<file path="config.mk">
export PLATFORM = sky130hd
export DESIGN_NAME = alu_writeback
export DESIGN_NICKNAME = d
export VERILOG_FILES = /design/src/rtl/alu_writeback.sv
export SDC_FILE = /design/constraint.sdc
export NUM_CORES = 1
export LEC_CHECK = 0
export ABC_AREA = 1
export CORE_MARGIN = 5
export CORE_UTILIZATION = 53
export CTS_CLUSTER_DIAMETER = 40
export DETAILED_ROUTE_END_ITERATION = 10
export PLACE_DENSITY = 0.8
export SETUP_SLACK_MARGIN = 0.2
export SYNTH_ARGS = -nofsm -noshare
export SYNTH_HDL_FRONTEND = slang
export SYNTH_SLANG_ARGS = --single-unit
</file>
<file path="constraint.sdc">
create_clock -name clk -period 2.1 [get_ports clk]
set_input_delay 0.42 -clock clk [delete_from_list [all_inputs] [get_ports clk]]
set_output_delay 0.42 -clock clk [all_outputs]
set_load 0.02 [all_outputs]
</file>
<file path="src/rtl/alu_writeback.sv">
// ALU result writeback stage: single-byte writes, paired wide-product writes,
// architectural flags register and a retired-operation counter.
module alu_writeback (
  input  logic        clk,
  input  logic        reset,
  input  logic        in_valid,
  output logic        in_ready,
  input  logic [7:0]  alu_y,
  input  logic        alu_c,
  input  logic        alu_v,
  input  logic        alu_n,
  input  logic [2:0]  rd,
  input  logic        setf,
  input  logic        wide_lo,
  input  logic        flush,
  output logic        wr_en,
  output logic [2:0]  wr_addr,
  output logic [7:0]  wr_data,
  output logic        flag_c,
  output logic        flag_v,
  output logic        flag_z,
  output logic        flag_n,
  output logic [15:0] retired
);

  typedef enum logic [1:0] {StIdle, StWaitHi, StPairLo} state_e;

  state_e     state_q;
  logic [7:0] lo_q, hi_q;
  logic [2:0] base_q;
  logic       setf_q;
  logic       accept;

  // PAIR_LO is the only state that refuses beats; flush blocks acceptance everywhere.
  assign in_ready = !reset && !flush && (state_q != StPairLo);
  assign accept   = in_valid && in_ready;

  always_ff @(posedge clk or posedge reset) begin
    if (reset) begin
      state_q <= StIdle;
      wr_en   <= 1'b0;
      wr_addr <= 3'd0;
      wr_data <= 8'h00;
      flag_c  <= 1'b0;
      flag_v  <= 1'b0;
      flag_z  <= 1'b0;
      flag_n  <= 1'b0;
      retired <= 16'h0000;
      lo_q    <= 8'h00;
      hi_q    <= 8'h00;
      base_q  <= 3'd0;
      setf_q  <= 1'b0;
    end else begin
      wr_en <= 1'b0;
      unique case (state_q)
        StIdle: begin
          if (accept) begin
            if (wide_lo) begin
              lo_q    <= alu_y;
              base_q  <= rd;
              setf_q  <= setf;
              state_q <= StWaitHi;
            end else begin
              wr_en   <= 1'b1;
              wr_addr <= rd;
              wr_data <= alu_y;
              retired <= retired + 16'd1;
              if (setf) begin
                flag_c <= alu_c;
                flag_v <= alu_v;
                flag_n <= alu_n;
                flag_z <= (alu_y == 8'h00);
              end
            end
          end
        end
        StWaitHi: begin
          if (flush) begin
            state_q <= StIdle;
          end else if (accept) begin
            // Low write is registered now so it appears during PAIR_LO.
            hi_q    <= alu_y;
            wr_en   <= 1'b1;
            wr_addr <= base_q;
            wr_data <= lo_q;
            state_q <= StPairLo;
          end
        end
        StPairLo: begin
          wr_en   <= 1'b1;
          wr_addr <= base_q + 3'd1;
          wr_data <= hi_q;
          retired <= retired + 16'd1;
          if (setf_q) begin
            flag_c <= (hi_q != 8'h00);
            flag_v <= 1'b0;
            flag_n <= hi_q[7];
            flag_z <= (lo_q == 8'h00) && (hi_q == 8'h00);
          end
          state_q <= StIdle;
        end
        default: state_q <= StIdle;
      endcase
    end
  end

endmodule

</file>
==> results of run 1 <==
-- final cells by class --
cell class | instances | share of cell area (%)
Tap cell | 72 | 2.433
Multi-Input combinational cell | 276 | 37.72
Clock inverter | 1 | 0.2028
Sequential cell | 54 | 36.50
Timing Repair Buffer | 66 | 16.93
Clock buffer | 6 | 1.960
Inverter | 41 | 4.258
-- kinds of logic after synthesis --
| kind of cell | synth area share (%) |
|---|---|
| AND/OR/NAND/NOR | 30.41 |
| AO/OA/AOI/OAI | 10.57 |
| flip-flops | 45.49 |
| buffers and inverters | 8.256 |
| XOR/XNOR | 2.317 |
| adder cells (fa/ha/maj) | 2.948 |
-- worst max-delay path by stage --
stage | slack, ns | end | depth (start not counted)
5_1_grt | 0.22 | retired[0] | 1
3_3_place_gp | -0.004 | in_ready | 3
3_5_place_dp | -0.02 | in_ready | 3
4_1_cts | 0.21 | in_ready | 4
2_1_floorplan | -0.01 | wr_data[2]$_DFFE_PP0P_ | 8
6_report | 0.26 | retired[0] | 1
-- repair_timing --
item                                   in CTS  in global routing
setup endpoints to repair                   1                 25
pin swaps                                   0                  1
resized for setup                           3                  7
setup buffers                               1                  0
endpoints found under the hold margin       0                  0
-- cells in the mapped netlist, types with 2 or more instances --
master	instances
ha_1	7
dfrtp_1	54
nand2_1	133
inv_1	38
xor2_1	4
a31oi_1	2
nand3_2	2
nor2_1	28
a22oi_1	8
o21ai_0	18
o21ai_1	17
clkbuf_1	2
buf_2	4
buf_6	5
a21boi_0	2
a21oi_1	9
nor2_2	2
nand3_1	23
nand3b_1	3
inv_2	2
xnor2_1	2
nand4_1	7
-- stage by stage --
| step | power, mW | cell area, µm² | hold slack, ns | utilization (%) | std cells |
|---|---|---|---|---|---|
| 3_5_place_dp | 3.908 | 3596 | 0.4742 | 65.71 | 508 |
| 4_1_cts | 4.504 | 3685 | 0.4983 | 67.33 | 516 |
| 5_1_grt | 4.847 | 3702 | 0.5386 | 67.65 | 516 |
| 6_report | 4.485 | 3702 | 0.4956 | 67.65 | 516 |
| 2_1_floorplan | 3.110 | 2979 | 0.4594 | - | 383 |
| 3_3_place_gp | 3.839 | 3596 | 0.4659 | 65.71 | 508 |
-- power breakdown --
part | total (mW) | internal (mW) | switching (mW)
sequential | 1.73 | 1.43 | 0.300
combinational | 2.19 | 0.931 | 1.26
clock | 0.566 | 0.230 | 0.336
-- registers in the layout, indices dropped and copies added (netlist names) --
register / cells
retired: 16
hi_q: 8
lo_q: 8
wr_data: 8
base_q: 3
wr_addr: 3
state_q: 2
flag_c: 1
flag_n: 1
flag_v: 1
flag_z: 1
setf_q: 1
wr_en: 1
-- routing by layer --
layer | wire length [µm] | vias up | track usage, % | part of all wire, %
met5 | 0 | - | 0 | 0
met4 | 148 | 0 | 7.914 | 2.2
met3 | 368 | 14 | 5.340 | 5.3
met2 | 3196 | 66 | 31.46 | 46
met1 | 3167 | 1257 | 26.81 | 46
li1 | - | 1344 | - | -
==> qor.txt, run 1 <==
Multi-input gate area -> 1396 µm²
Initial DRC Count -> 152
Reg-to-Reg Start -> state_q[1]$_DFFE_PP0P_
CP delay by family, top -> buffers and inverters
Syn Std Cell Area -> 2970 µm²
post-route setup slack -> 0.2585 ns
VDD IR-drop max -> 0.0007446 V
Leakage -> 1.730 nW
critical path startpoint category -> flop
most frequent cells in the layout -> 133 x nand2_1, 54 x dfrtp_1, 50 x clkdlybuf4s50_1, 37 x inv_1, 28 x nor2_1
commonest non-fill, non-tap cell in the layout -> nand2_1
leading area contributor after synthesis -> dfrtp_1
CTS tree -> yes
Tmin final -> 1.841 ns
vias in the first global route -> 2590
Critical Path Max Stage Delay -> 0.64 ns
Synth area leaders -> dfrtp_1 45%, nand2_1 17%, inv_1 4.8%
setup_tns -> 0 ns
asr flop ratio synth -> 100.0%
CTS Buf Count -> 5
die footprint -> 7201 µm²
final WL -> 6.880 mm
via count -> 2681
worst slew pin tran -> 0.6714 ns
GRT Residual Overflow -> 0
Synth Net Count -> 410
fin. max-slew vios -> 0
DP Wirelength -> 5.031 mm
Sequential Area -> 1351 µm²
CP required -> 1.68 ns
RSZ-0062 raised after global routing -> no
Endpoint, Worst Hold -> flag_c$_DFFE_PP0P_
outcome -> finished, final reports clean
CP Buf/Inv Count -> 1
Clock Latency Late Sink -> 0.31 ns
Tightest Hold Check Type -> flop to flop
worst-case clock buffer depth -> 2
synthesized area per cell -> 7.755 µm²
Reg2Reg Depth -> 9
Chip Height -> 84.86 µm
# fillers -> 467
Core Area -> 5473 µm²
I/O Pins -> 53
Routed Antenna Nets -> 0
final RePlAce weighted congestion -> 0.8825
first-pass GRT wire length -> 11.75 mm
worst r2r dst -> retired[5]$_DFFE_PP0P_
Reg clk slew, reported paths -> 0.10 ns
Post-synth EDFFs -> 0
share of layout cells above drive strength 1 -> 8.784%
synthesis-stage register bit count -> 54
Power Dens Cells -> 1211 nW/µm²
worst-path fanout max -> 5
clk sink count -> 54
post-synth top area share -> 45.49%
First-pass DRT Iterations -> 4
worst hold path stage count -> 2
Rows -> 27
hold_buf cts -> 0
Fin. Hold Viols -> 0
worst setup path category -> flop to output port
pin count of the biggest net entering global routing -> 55
Worst Hold Launch -> flag_c$_DFFE_PP0P_
Clock H-tree levels -> 2
Final Setup Violations -> 0
CP max stage cell -> clkdlybuf4s50_1
Max-slew headroom -> 55.24%
Root Buffer -> clkbuf_8
FMAX -> 543.0 MHz
CP startpoint -> retired[0]$_DFFE_PP0P_
slack of the worst reg-to-reg path -> 0.37 ns
initial antenna violation count -> 0
Post-Place Setup Slack -> -0.02379 ns
crit end category -> output port
yosys warns -> 0
post-DR wirelength/cell -> 13.33 µm
number of I/O port buffers -> 52
initial core utilization -> 54.28%
worst-path cell chain -> clkdlybuf4s50_1
setup clock skew after layout -> 0.009118 ns
Avg Vias per Cell -> 5.196
gate count of the mapped netlist -> 383
top_reg_cell synth -> dfrtp_1
Synth-to-Final Area Change -> 24.64%
fin nets -> 471
n_diodes -> 0
chip width -> 84.86 µm
Worst Path Arrival -> 1.42 ns
drc violations -> 0
sequential area share after synthesis -> 45.49%
total of max-cap violations -> 0
final period utilization -> 87.69%
post-synth cell types -> 33
GRT Total Usage -> 20.14%
Power figures use the tool's default switching activity.
==> run 2: changes to the inputs <==
--- a/config.mk
+++ b/config.mk
@@ -6,11 +6,13 @@
 export NUM_CORES = 1
 export LEC_CHECK = 0
 export ABC_AREA = 1
+export CELL_PAD_IN_SITES_DETAIL_PLACEMENT = 0
+export CELL_PAD_IN_SITES_GLOBAL_PLACEMENT = 1
 export CORE_MARGIN = 5
-export CORE_UTILIZATION = 53
+export CORE_UTILIZATION = 38
 export CTS_CLUSTER_DIAMETER = 40
 export DETAILED_ROUTE_END_ITERATION = 10
-export PLACE_DENSITY = 0.8
+export PLACE_DENSITY_LB_ADDON = 0.1
 export SETUP_SLACK_MARGIN = 0.2
 export SYNTH_ARGS = -nofsm -noshare
 export SYNTH_HDL_FRONTEND = slang
==> qor.txt, run 2 (synthesis gave the netlist of run 1 again) <==
outcome -> finished, final reports clean
drc violations -> 0 (unchanged)
initial core utilization -> 38.64% (-16 points)
final RePlAce weighted congestion -> 0.7999 (-9.4%)
Worst Hold Launch -> flag_v$_DFFE_PP0P_
share of layout cells above drive strength 1 -> 9.396% (+0.61 points)
Post-Place Setup Slack -> -0.02419 ns (-0.0004084 ns)
setup clock skew after layout -> 0.008896 ns (-0.0002218 ns)
Design Area, Final -> 3822 µm² (+3.2%)
Pwr Total -> 4.750 mW (+5.9%)
Leakage -> 1.771 nW (+2.3%)
Chip Height -> 98.41 µm (+16%)
FMAX -> 550.6 MHz (+1.4%)
Final Setup Violations -> 0 (unchanged)
CP max stage cell -> clkdlybuf4s50_1
GRT Residual Overflow -> 0 (unchanged)
die footprint -> 9685 µm² (+34%)
worst-path fanout max -> 5 (unchanged)
Reg clk slew, reported paths -> 0.10 ns (about the same)
Critical Path Max Stage Delay -> 0.64 ns (about the same)
Reg-to-Reg Start -> state_q[0]$_DFFE_PP0P_
max reg flops -> 16 (unchanged)
Core Area -> 7687 µm² (+40%)
dpl cell area -> 3661 µm² (+1.8%)
GRT Total Usage -> 15.86% (-4.3 points)
pin count of the biggest net entering global routing -> 37 (-33%)
Initial DRC Count -> 96 (-37%)
post-route non-filler standard cell count -> 549 (+6.4%)
number of I/O port buffers -> 52 (unchanged)
I/O Pins -> 53 (unchanged)
VDD IR-drop max -> 0.0007166 V (-3.8%)
final period utilization -> 86.48% (-1.2 points)
Fin. Hold Viols -> 0 (unchanged)
CP Buf/Inv Count -> 1 (unchanged)
final WL -> 7.346 mm (+6.8%)
worst hold slack -> 0.4865 ns (-0.009147 ns)
RSZ-0062 raised after global routing -> yes
vias in the first global route -> 2518 (-2.8%)
Worst Path Arrival -> 1.40 ns (-0.02 ns)
initial antenna violation count -> 0 (unchanged)
CTS tree -> yes
post-DR wirelength/cell -> 13.38 µm (+0.36%)
CTS Buf Count -> 5 (unchanged)
CP delay by family, top -> buffers and inverters
worst-case clock buffer depth -> 2 (unchanged)
CP required -> 1.68 ns (about the same)
Synth-to-Final Area Change -> 28.69%
post-placement cell count -> 540 (+6.3%)
worst slew pin tran -> 0.4857 ns (-0.1858 ns)
worst setup path category -> flop to output port
clk sink count -> 54 (unchanged)
Max-slew headroom -> 67.62% (+12 points)
First-pass DRT Iterations -> 4 (unchanged)
slack of the worst reg-to-reg path -> 0.33 ns (-0.04 ns)
n_diodes -> 0 (unchanged)
chip width -> 98.41 µm (+16%)
Power Dens Cells -> 1243 nW/µm² (+2.6%)
Avg Vias per Cell -> 4.767 (-8.3%)
Endpoint, Worst Hold -> flag_v$_DFFE_PP0P_
via count -> 2617 (-2.4%)
fin nets -> 473 (+0.42%)
crit end category -> output port
Rows -> 32 (+19%)
hold_buf cts -> 0 (unchanged)
worst hold path stage count -> 2 (unchanged)
fin. max-slew vios -> 0 (unchanged)
Most flops, register -> retired
# fillers -> 784 (+68%)
Reg2Reg Depth -> 9 (unchanged)
most frequent cells in the layout -> 133 x nand2_1, 54 x dfrtp_1, 50 x clkdlybuf4s50_1, 37 x inv_1, 28 x nor2_1
Util after Layout -> 49.72% (-18 points)
setup_tns -> 0 ns (unchanged)
critical path startpoint category -> flop
worst r2r dst -> wr_data[6]$_DFFE_PP0P_
Tmin final -> 1.816 ns (-0.02542 ns)
commonest non-fill, non-tap cell in the layout -> nand2_1
post-route setup slack -> 0.2839 ns (+0.02542 ns)
first-pass GRT wire length -> 12.62 mm (+7.4%)
Clock H-tree levels -> 2 (unchanged)
Clock Latency Late Sink -> 0.30 ns (about the same)
total of max-cap violations -> 0 (unchanged)
DP Wirelength -> 5.553 mm (+10%)
worst-path cell chain -> clkdlybuf4s50_1
Root Buffer -> clkbuf_8
Tightest Hold Check Type -> flop to flop
Routed Antenna Nets -> 0 (unchanged)
[run 2: where the power goes]
| group | switching [mW] | total [mW] | internal [mW] |
|---|---|---|---|
| clock | 0.347 | 0.856 | 0.509 |
| combinational | 1.24 | 2.17 | 0.933 |
| sequential | 0.297 | 1.72 | 1.43 |
[run 2: layout make-up]
class / instances / area [µm²] / share of cell area (%)
clock buffer: 6 / 82.58 / 2.160
clock inverter: 2 / 60.06 / 1.571
inverter: 41 / 157.7 / 4.124
multi-input combinational: 276 / 1389 / 36.33
sequential: 54 / 1351 / 35.35
tap: 102 / 127.6 / 3.339
timing repair buffer: 68 / 654.4 / 17.12
[run 2: worst min-delay path: stages (launching register included)]
cell	delay, ns
dfrtp_1	0.35
nand2_1	0.05
o21ai_0	0.05
[run 2: what timing repair did]
action                                  CTS  global route
hold endpoints to repair                  0             0
setup buffers                             1             0
gates resized for setup                   3             6
pin swaps                                 0             1
endpoints found under the setup margin    1            12
[run 2: worst max path at each step]
| stage | from | endpoint | cells after the start |
|---|---|---|---|
| finish | retired[12]$_DFFE_PP0P_ | retired[12] | 1 |
| global route | state_q[0]$_DFFE_PP0P_ | wr_addr[1]$_DFFE_PP0P_ | 9 |
| CTS | state_q[0]$_DFFE_PP0P_ | in_ready | 4 |
| detailed placement | flush | in_ready | 3 |
| global placement | flush | in_ready | 3 |
| floorplan | reset | wr_data[2]$_DFFE_PP0P_ | 8 |
[run 2: metal layers]
| metal | track usage, % | vias to the layer above | share of wire, % |
|---|---|---|---|
| li1 | - | 1356 | - |
| met1 | 23.93 | 1210 | 52 |
| met2 | 23.82 | 43 | 44 |
| met3 | 2.760 | 8 | 3.3 |
| met4 | 3.571 | 0 | 1.2 |
| met5 | 0 | - | 0 |
==> run 3: changes to the inputs <==
--- a/config.mk
+++ b/config.mk
@@ -6,8 +6,11 @@
 export NUM_CORES = 1
 export LEC_CHECK = 0
 export ABC_AREA = 1
+export ABC_CLOCK_PERIOD_IN_PS = 2100
+export CAP_MARGIN = 40
 export CELL_PAD_IN_SITES_DETAIL_PLACEMENT = 0
 export CELL_PAD_IN_SITES_GLOBAL_PLACEMENT = 1
+export CORE_ASPECT_RATIO = 1.1
 export CORE_MARGIN = 5
 export CORE_UTILIZATION = 38
 export CTS_CLUSTER_DIAMETER = 40
==> qor.txt, run 3 (synthesis gave the netlist of run 1 again) <==
sw frac -> 41.66% (+2.0 points)
Root Buffer -> clkbuf_8
number of I/O port buffers -> 52 (unchanged)
Initial DRC Count -> 59 (-39%)
Leakage -> 1.739 nW (-1.8%)
initial core utilization -> 39.31% (+0.67 points)
chip width -> 94.30 µm (-4.2%)
Rows -> 33 (+3.1%)
final WL -> 7.099 mm (-3.4%)
final RePlAce weighted congestion -> 0.7904 (-1.2%)
share of layout cells above drive strength 1 -> 8.764% (-0.63 points)
Worst Hold Launch -> flag_c$_DFFE_PP0P_
worst-path fanout max -> 6 (+1)
commonest non-fill, non-tap cell in the layout -> nand2_1
fin nets -> 471 (-0.42%)
combinational share of power -> 48.5% (+2.8 points)
Reg2Reg Depth -> 9 (unchanged)
setup_tns -> 0 ns (unchanged)
worst-path cell chain -> clkdlybuf4s50_1
CTS tree -> yes
NetSw -> 1.888 mW (+0.31%)
Most flops, register -> retired
CP startpoint -> retired[2]$_DFFE_PP0P_
critical path startpoint category -> flop
most frequent cells in the layout -> 133 x nand2_1, 54 x dfrtp_1, 50 x clkdlybuf4s50_1, 37 x inv_1, 28 x nor2_1
die footprint -> 9686 µm² (about the same)
Chip Height -> 102.7 µm (+4.4%)
first-pass GRT wire length -> 12.16 mm (-3.7%)
vias in the first global route -> 2577 (+2.3%)
n_diodes -> 0 (unchanged)
crit end category -> output port
total of max-cap violations -> 0 (unchanged)
Power Internal -> 2.643 mW (-7.8%)
Post-Place Setup Slack -> -0.01365 ns (+0.01055 ns)
Tightest Hold Check Type -> flop to flop
Max-slew headroom -> 75.40% (+7.8 points)
Critical Path Max Stage Delay -> 0.64 ns (about the same)
worst r2r dst -> retired[8]$_DFFE_PP0P_
I/O Pins -> 53 (unchanged)
Synth-to-Final Area Change -> 27.04%
RSZ-0062 raised after global routing -> no
Reg-to-Reg Start -> state_q[1]$_DFFE_PP0P_
Seq pwr share -> 38.0% (+1.7 points)
Design Area, Final -> 3774 µm² (-1.3%)
initial antenna violation count -> 0 (unchanged)
CP delay by family, top -> buffers and inverters
Core Area -> 7556 µm² (-1.7%)
Avg Vias per Cell -> 4.782 (+0.31%)
Tmin final -> 1.817 ns (+0.0007530 ns)
post-placement cell count -> 541 (+0.19%)
fin. max-slew vios -> 0 (unchanged)
hold_buf cts -> 0 (unchanged)
Reg clk slew, reported paths -> 0.10 ns (about the same)
GRT Total Usage -> 15.76% (-0.097 points)
Clock Latency Late Sink -> 0.31 ns (about the same)
GRT Residual Overflow -> 0 (unchanged)
VDD IR-drop max -> 0.0004792 V (-33%)
dpl cell area -> 3650 µm² (-0.31%)
worst setup path category -> flop to output port
pin count of the biggest net entering global routing -> 29 (-22%)
CP max stage cell -> clkdlybuf4s50_1
drc violations -> 0 (unchanged)
post-route setup slack -> 0.2832 ns (-0.0007530 ns)
setup clock skew after layout -> 0.003895 ns (-0.005001 ns)
CTS Buf Count -> 5 (unchanged)
First-pass DRT Iterations -> 4 (unchanged)
Final Setup Violations -> 0 (unchanged)
Worst Path Arrival -> 1.40 ns (about the same)
post-DR wirelength/cell -> 12.91 µm (-3.5%)
Power Dens Cells -> 1201 nW/µm² (-3.4%)
via count -> 2630 (+0.50%)
outcome -> finished, final reports clean
worst hold path stage count -> 2 (unchanged)
DP Wirelength -> 5.417 mm (-2.5%)
max reg flops -> 16 (unchanged)
CP required -> 1.68 ns (about the same)
Fin. Hold Viols -> 0 (unchanged)
Worst path depth -> 1 (unchanged)
slack of the worst reg-to-reg path -> 0.37 ns (+0.04 ns)
worst slew pin tran -> 0.3690 ns (-0.1167 ns)
Routed Antenna Nets -> 0 (unchanged)
CP Buf/Inv Count -> 1 (unchanged)
clk sink count -> 54 (unchanged)
post-route non-filler standard cell count -> 550 (+0.18%)
worst-case clock buffer depth -> 2 (unchanged)
Endpoint, Worst Hold -> flag_c$_DFFE_PP0P_
Clock H-tree levels -> 2 (unchanged)
Clock Power Share -> 13.5% (-4.5 points)
FMAX -> 550.4 MHz (about the same)
final period utilization -> 86.52% (about the same)
-- run 3: layer usage --
layer	up-vias	track usage, %	wire (µm)
met5	-	0	0
met4	0	3.778	68
met3	7	2.847	252
met2	49	28.28	3513
met1	1231	19.70	3264
li1	1343	-	-
-- run 3: layout make-up --
class | count | area (µm²)
fillers | 769 | 3782
flip-flops and latches | 54 | 1351
clock inverters | 1 | 5.005
repair buffers | 66 | 639.4
well taps | 105 | 131.4
clock buffers | 7 | 86.33
inverters | 41 | 157.7
multi-input cells | 276 | 1403
-- run 3: through the flow --
step / hold slack, ns / power (mW) / utilization (%)
2_1_floorplan: 0.4594 / 3.110 / -
3_3_place_gp: 0.4699 / 3.893 / 48.30
3_5_place_dp: 0.4728 / 3.929 / 48.30
4_1_cts: 0.5002 / 4.565 / 49.63
5_1_grt: 0.5372 / 4.927 / 49.94
6_report: 0.4876 / 4.531 / 49.94
-- run 3: worst max path at each step --
stage | end | slack, ns
final | retired[2] | 0.28
after global routing | retired[6]$_DFFE_PP0P_ | 0.21
after CTS | in_ready | 0.22
after detailed placement | in_ready | -0.01
after global placement | in_ready | -0.01
after floorplan | wr_data[2]$_DFFE_PP0P_ | -0.01
-- run 3: power groups by stage --
stage	Sequential [mW]	Combinational (mW)	Clock, mW
floorplan	1.91	1.20	0
global placement	1.74	2.15	0
detailed placement	1.75	2.18	0
CTS	1.73	2.20	0.635
global route	1.78	2.46	0.682
finish	1.72	2.20	0.613
-- run 3: repair_timing --
action	4_1_cts	5_1_grt
pin swaps	0	2
resized for setup	3	8
buffers inserted	1	0
setup endpoints to repair	8	25
